<file path="src/rtl/cla_seq_pkg.sv">
// Shared types and constants for the nibble-serial CLA word sequencer.
package cla_seq_pkg;

    localparam int unsigned NIBBLE_W = 4;

    typedef enum logic [1:0] {
        LOAD,
        ADD,
        OUT
    } cla_seq_state_t;

endpackage

</file>
<file path="src/rtl/cla4_slice.sv">
// 4-bit carry-lookahead adder slice with registered sum and carry-out.
module cla4_slice
    import cla_seq_pkg::*;
(
    input  logic                clk,
    input  logic                rst_n,
    input  logic                i_en,
    input  logic [NIBBLE_W-1:0] i_a,
    input  logic [NIBBLE_W-1:0] i_b,
    input  logic                i_ci,
    output logic [NIBBLE_W-1:0] o_s,
    output logic                o_co
);

    logic [NIBBLE_W-1:0] w_g;
    logic [NIBBLE_W-1:0] w_p;
    logic [NIBBLE_W:0]   w_c;
    logic [NIBBLE_W-1:0] r_s;
    logic                r_co;

    assign w_g = i_a & i_b;
    assign w_p = i_a | i_b;

    // Flattened lookahead: every carry comes straight from g/p and ci.
    assign w_c[0] = i_ci;
    assign w_c[1] = w_g[0] | (w_p[0] & i_ci);
    assign w_c[2] = w_g[1] | (w_p[1] & w_g[0]) | (w_p[1] & w_p[0] & i_ci);
    assign w_c[3] = w_g[2] | (w_p[2] & w_g[1]) | (w_p[2] & w_p[1] & w_g[0])
                  | (w_p[2] & w_p[1] & w_p[0] & i_ci);
    assign w_c[4] = w_g[3] | (w_p[3] & w_g[2]) | (w_p[3] & w_p[2] & w_g[1])
                  | (w_p[3] & w_p[2] & w_p[1] & w_g[0])
                  | (w_p[3] & w_p[2] & w_p[1] & w_p[0] & i_ci);

    always_ff @(posedge clk or negedge rst_n) begin
        if (!rst_n) begin
            r_s  <= '0;
            r_co <= 1'b0;
        end else if (i_en) begin
            r_s  <= i_a ^ i_b ^ w_c[NIBBLE_W-1:0];
            r_co <= w_c[NIBBLE_W];
        end
    end

    assign o_s  = r_s;
    assign o_co = r_co;

endmodule

</file>
<file path="src/rtl/cla_word_seq.sv">
// Nibble-serial WORDS x 4-bit adder: load LSB-first, add through cla4_slice, stream sum out.
// Define CLA_SEQ_OVF_EN to add the signed-overflow output out_ovf.
module cla_word_seq
    import cla_seq_pkg::*;
#(
    parameter int unsigned WORDS = 4
) (
    input  logic                clk,
    input  logic                rst_n,
    input  logic                in_valid,
    output logic                in_ready,
    input  logic [NIBBLE_W-1:0] in_a,
    input  logic [NIBBLE_W-1:0] in_b,
    input  logic                in_ci,
    output logic                out_valid,
    input  logic                out_ready,
    output logic [NIBBLE_W-1:0] out_sum,
    output logic                out_last,
`ifdef CLA_SEQ_OVF_EN
    output logic                out_ovf,
`endif
    output logic                out_co
);

    localparam int unsigned   IW        = $clog2(WORDS + 1);
    localparam logic [IW-1:0] LAST_IDX  = IW'(WORDS - 1);
    localparam logic [IW-1:0] FINAL_IDX = IW'(WORDS);

    cla_seq_state_t      r_state, w_state_d;
    logic [IW-1:0]       r_idx, w_idx_d, w_idx_m1;
    logic [NIBBLE_W-1:0] r_a   [WORDS];
    logic [NIBBLE_W-1:0] r_b   [WORDS];
    logic [NIBBLE_W-1:0] r_sum [WORDS];
    logic                r_ci;
    logic                r_co;
`ifdef CLA_SEQ_OVF_EN
    logic                r_ovf;
`endif

    logic                w_in_hs, w_out_hs;
    logic [NIBBLE_W-1:0] w_a_nib, w_b_nib, w_sum_nib;
    logic                w_slice_en, w_slice_ci, w_slice_co;
    logic [NIBBLE_W-1:0] w_slice_s;

    assign w_in_hs  = in_valid && in_ready;
    assign w_out_hs = out_valid && out_ready;
    assign w_idx_m1 = r_idx - IW'(1);

    always_comb begin
        w_state_d = r_state;
        w_idx_d   = r_idx;
        unique case (r_state)
            LOAD: begin
                if (w_in_hs) begin
                    if (r_idx == LAST_IDX) begin
                        w_idx_d   = '0;
                        w_state_d = ADD;
                    end else begin
                        w_idx_d = r_idx + IW'(1);
                    end
                end
            end
            ADD: begin
                if (r_idx == FINAL_IDX) begin
                    w_idx_d   = '0;
                    w_state_d = OUT;
                end else begin
                    w_idx_d = r_idx + IW'(1);
                end
            end
            OUT: begin
                if (w_out_hs) begin
                    if (r_idx == LAST_IDX) begin
                        w_idx_d   = '0;
                        w_state_d = LOAD;
                    end else begin
                        w_idx_d = r_idx + IW'(1);
                    end
                end
            end
            default: begin
                w_idx_d   = '0;
                w_state_d = LOAD;
            end
        endcase
    end

    always_ff @(posedge clk or negedge rst_n) begin
        if (!rst_n) begin
            r_state <= LOAD;
            r_idx   <= '0;
        end else begin
            r_state <= w_state_d;
            r_idx   <= w_idx_d;
        end
    end

    // Index muxes; idx == WORDS in the last ADD cycle selects nothing.
    always_comb begin
        w_a_nib   = '0;
        w_b_nib   = '0;
        w_sum_nib = '0;
        for (int i = 0; i < int'(WORDS); i++) begin
            if (IW'(i) == r_idx) begin
                w_a_nib   = r_a[i];
                w_b_nib   = r_b[i];
                w_sum_nib = r_sum[i];
            end
        end
    end

    assign w_slice_en = (r_state == ADD) && (r_idx != FINAL_IDX);
    assign w_slice_ci = (r_idx == '0) ? r_ci : w_slice_co;

    cla4_slice u_slice (
        .clk   (clk),
        .rst_n (rst_n),
        .i_en  (w_slice_en),
        .i_a   (w_a_nib),
        .i_b   (w_b_nib),
        .i_ci  (w_slice_ci),
        .o_s   (w_slice_s),
        .o_co  (w_slice_co)
    );

    always_ff @(posedge clk or negedge rst_n) begin
        if (!rst_n) begin
            for (int i = 0; i < int'(WORDS); i++) begin
                r_a[i]   <= '0;
                r_b[i]   <= '0;
                r_sum[i] <= '0;
            end
            r_ci <= 1'b0;
            r_co <= 1'b0;
`ifdef CLA_SEQ_OVF_EN
            r_ovf <= 1'b0;
`endif
        end else begin
            if (r_state == LOAD && w_in_hs) begin
                for (int i = 0; i < int'(WORDS); i++) begin
                    if (IW'(i) == r_idx) begin
                        r_a[i] <= in_a;
                        r_b[i] <= in_b;
                    end
                end
                if (r_idx == '0) r_ci <= in_ci;
            end
            // Slice output lags its inputs by one cycle, hence idx-1.
            if (r_state == ADD && r_idx != '0) begin
                for (int i = 0; i < int'(WORDS); i++) begin
                    if (IW'(i) == w_idx_m1) r_sum[i] <= w_slice_s;
                end
            end
            if (r_state == ADD && r_idx == FINAL_IDX) begin
                r_co <= w_slice_co;
`ifdef CLA_SEQ_OVF_EN
                r_ovf <= (r_a[WORDS-1][NIBBLE_W-1] == r_b[WORDS-1][NIBBLE_W-1])
                      && (w_slice_s[NIBBLE_W-1] != r_a[WORDS-1][NIBBLE_W-1]);
`endif
            end
        end
    end

    assign in_ready  = (r_state == LOAD);
    assign out_valid = (r_state == OUT);
    assign out_sum   = out_valid ? w_sum_nib : '0;
    assign out_last  = out_valid && (r_idx == LAST_IDX);
    assign out_co    = out_last && r_co;
`ifdef CLA_SEQ_OVF_EN
    assign out_ovf   = out_last && r_ovf;
`endif

endmodule
</file>
<file path="config.mk">
export PLATFORM = sky130hd
export DESIGN_NAME = cla_word_seq
export DESIGN_NICKNAME = d
export VERILOG_FILES = /design/src/rtl/cla_seq_pkg.sv /design/src/rtl/cla4_slice.sv /design/src/rtl/cla_word_seq.sv
export SDC_FILE = /design/constraint.sdc
export NUM_CORES = 1
export LEC_CHECK = 0
export ABC_AREA = 1
export CORE_AREA = 2 2 86 88
export DETAILED_ROUTE_END_ITERATION = 10
export DIE_AREA = 0 0 88 90
export PLACE_DENSITY = 0.69
export SLEW_MARGIN = 30
export SYNTH_ARGS = -nofsm -noshare
export SYNTH_HDL_FRONTEND = slang
export SYNTH_HIERARCHICAL = 1
export SYNTH_SLANG_ARGS = --single-unit
</file>
<file path="constraint.sdc">
create_clock -name clk -period 2.95 [get_ports clk]
set_clock_uncertainty 0.2 [all_clocks]
set_input_delay 0.885 -clock clk [delete_from_list [all_inputs] [get_ports clk]]
set_output_delay 0.885 -clock clk [all_outputs]
set_load 0.05 [all_outputs]
</file>
==> impl_metrics.py <==
metrics = {
    "grt": {
        "grt_max_degree": 23,
        "grt_use_total_pct": 22.5,
        "grt_pass1_vias": 2940,
        "antenna_found_initial": 0,
        "grt_pass1_wl_um": 13900,
        "grt_overflow_total": 0,
    },
    "synth": {
        "synth_simple_gate_area_share_pct": 30.4,
        "yosys_warnings": 6,
        "ys_ff_latch": 60,
        "synth_xor_area_share_pct": 0.248,
        "netlist_area_mm2": 0.00353,
        "netlist_instances": 467,
        "yosysTopAreaCellShare_pct": 42.6,
        "synth_fa_ha_area_share_pct": 6.60,
        "synth_compound_area_share_pct": 9.47,
        "synth_nets": 498,
        "synth_area_leaders": "dfrtp_1 43%, nand2_1 16%, inv_1 7.0%",
        "ys_types": 28,
        "synthMuxAreaShare_pct": 0,
        "yosysSeqAreaShare_pct": 42.6,
        "syn_area_per_cell_um2": 7.55,
        "synth_top_family_by_area": "simple AND/OR/NAND/NOR gates",
        "synth_top_area_cell": "dfrtp_1",
    },
    "clock_tree": {
        "cts_buffers": 9,
        "cts.sinks": 60,
        "clkSlewWorstSetupHoldPaths_ps": 60,
        "ctsRootBufferMaster": "clkbuf_8",
        "cts_tree": "built",
        "ctsHoldBuffers": 0,
        "clockBufferDepth": 2,
        "clock_latency_ps": 340,
        "htreeDepth": 3,
    },
    "routing": {
        "via_per_inst": 4.97,
        "drt-total-wl_um": 8100,
        "drt.antenna.violating_nets": 0,
        "vias": 2994,
        "first_pass_iters": 4,
        "post-route-drc-count": 0,
        "dr.first_iter.drc_count": 182,
        "post_drt_wl_per_cell_um": 13.4,
    },
    "sta": {
        "holdWs_ps": 275,
        "period_share_pct": 97.6,
        "relSlewSlack_pct": 63.1,
        "setup-violations-final": 0,
        "fmax_ghz": 0.347,
        "hold_viol_final": 0,
        "rsz0062_at_grt": "true",
        "period_needed_ps": 2880,
        "drv_slew": 0,
        "tightest_slew_ps": 554,
    },
    "floorplanning": {
        "ios": 21,
        "die_h_um": 90,
        "die_w_um": 88,
        "die_area_mm2": 0.00792,
        "initial_core_util_pct": 50.2,
        "core.rowCount": 31,
        "core_mm2": 0.00702,
    },
    "setup_path": {
        "start_kind": "flop",
        "r2r_start": "r_idx[1]",
        "critPathMaxStageDelay_ps": 420,
        "critPathArrivalTime_ps": 1790,
        "path_cells": "ha_2, ha_1, inv_2, nand2_4, nor2_1, nand2_1, nand2_4, buf_12",
        "crit_path_top_delay_cell": "dfrtp_1",
        "startpoint": "r_idx[1]",
        "end_kind": "output port",
        "cp.required_ps": 1870,
        "critPathMostFrequentCell": "nand2_4",
        "worst-path-max-fanout": 5,
        "worstSetupPathType": "reg2out",
    },
    "worst_hold_path": {
        "min_path_type": "reg2reg",
        "hp-start": "r_ci",
    },
    "final_layout": {
        "fin_cells": 603,
        "area_delta_synth_final_pct": 19.2,
        "num_antenna_cells": 0,
        "layout_common_cells": "146 x nand2_1, 63 x inv_1, 59 x dfrtp_1",
        "finish.net_count": 533,
        "post-route-util_pct": 59.9,
        "final_common_cell": "nand2_1",
        "drive_above_1_share_pct": 16.9,
    },
    "status": {
        "status": "finished, final reports clean",
    },
    "placement": {
        "port-buffer-count": 20,
        "dpl.hpwl_um": 5860,
        "dp_cells": 583,
        "globalplace.congestion": 0.846,
    },
    "flow_run": {
        "drv_cap": 0,
    },
    "power_and_ir_drop": {
        "finalPower_w": 0.00477,
        "total_leakage_power_nw": 2.17,
        "power_density_mw_per_mm2": 1140,
        "ir_drop_uv": 521,
    },
}
## logic make-up after synthesis
| kind of cell | Yosys count |
|---|---|
| compound gates | 60 |
| xor+xnor | 1 |
| fa+ha+maj | 18 |
| buf+inv | 87 |
| flops | 60 |
| simple gates | 241 |
## per-stage QoR
step	setup WS, ps	setup TNS [ps]	area [um2]
CTS	3.47	0	4150
floorplan	-3.08	-9.23	3590
global placement	307	0	3940
finish	71.8	0	4200
detailed placement	214	0	3940
global route	-31.8	-91.1	4200
## worst paths after layout
check,endpoint,slack (ps),depth (start not counted)
max in group asynchronous,r_idx[2],1520,2
min,r_ci,270,2
max,out_sum[0],70,8
min in group asynchronous,r_sum[3],330,1
max reg2reg,u_slice/o_s[3],280,17
min reg2reg,r_ci,270,2
## worst max-delay path: cells and delay by family, from the launching register on
| family | cells | cell delay [ps] |
|---|---|---|
| fa+ha+maj | 2 | 410 |
| buf+inv | 2 | 260 |
| flops | 1 | 420 |
| simple gates | 4 | 370 |
## area by class of cell
class / instances / area (um2)
clock buffers: 11 / 151
clock inverters: 2 / 12.5
fillers: 625 / 2820
inverters: 74 / 280
multi-input cells: 320 / 1760
flip-flops and latches: 60 / 1500
well taps: 99 / 124
repair buffers: 37 / 378
## routing by layer
layer | up-vias | track usage, % | wire, um
met1 | 1373 | 29.0 | 3500
met3 | 19 | 4.59 | 383
met5 | - | 0 | 0
met2 | 83 | 37.0 | 4030
li1 | 1519 | - | -
met4 | 0 | 7.95 | 191
## where the power goes
group          switching [W]  leakage, nW  internal (W)  total, W
combinational        0.00163         1.32       0.00107   0.00270
clock               0.000308       0.0831      0.000335  0.000643
sequential          0.000253        0.768       0.00118   0.00143
total                0.00219         2.17       0.00258   0.00477
## cell usage after synthesis, drive strengths merged
cell	instances
a21oi	1
buf	11
clkbuf	2
clkinv	2
dfrtp	60
fa	1
ha	17
inv	72
nand2	160
nand3	44
nand3b	1
nand4	3
nor2	30
nor3	2
nor4	1
o21ai	47
o21bai	12
xor2	1
## registers in the layout, summed over array words and instances (netlist names)
name / flops
r_a: 16
r_b: 16
r_ci: 1
r_co: 1
r_idx: 3
r_state: 2
r_sum: 16
u_slice/o_co: 1
u_slice/o_s: 4
## repair_timing
item / in CTS / in global routing
pin swaps: 1 / 2
buffers inserted: 5 / 2
gates resized for setup: 4 / 11
endpoints found under the setup margin: 4 / 4
(Power assumes the default switching activity.)
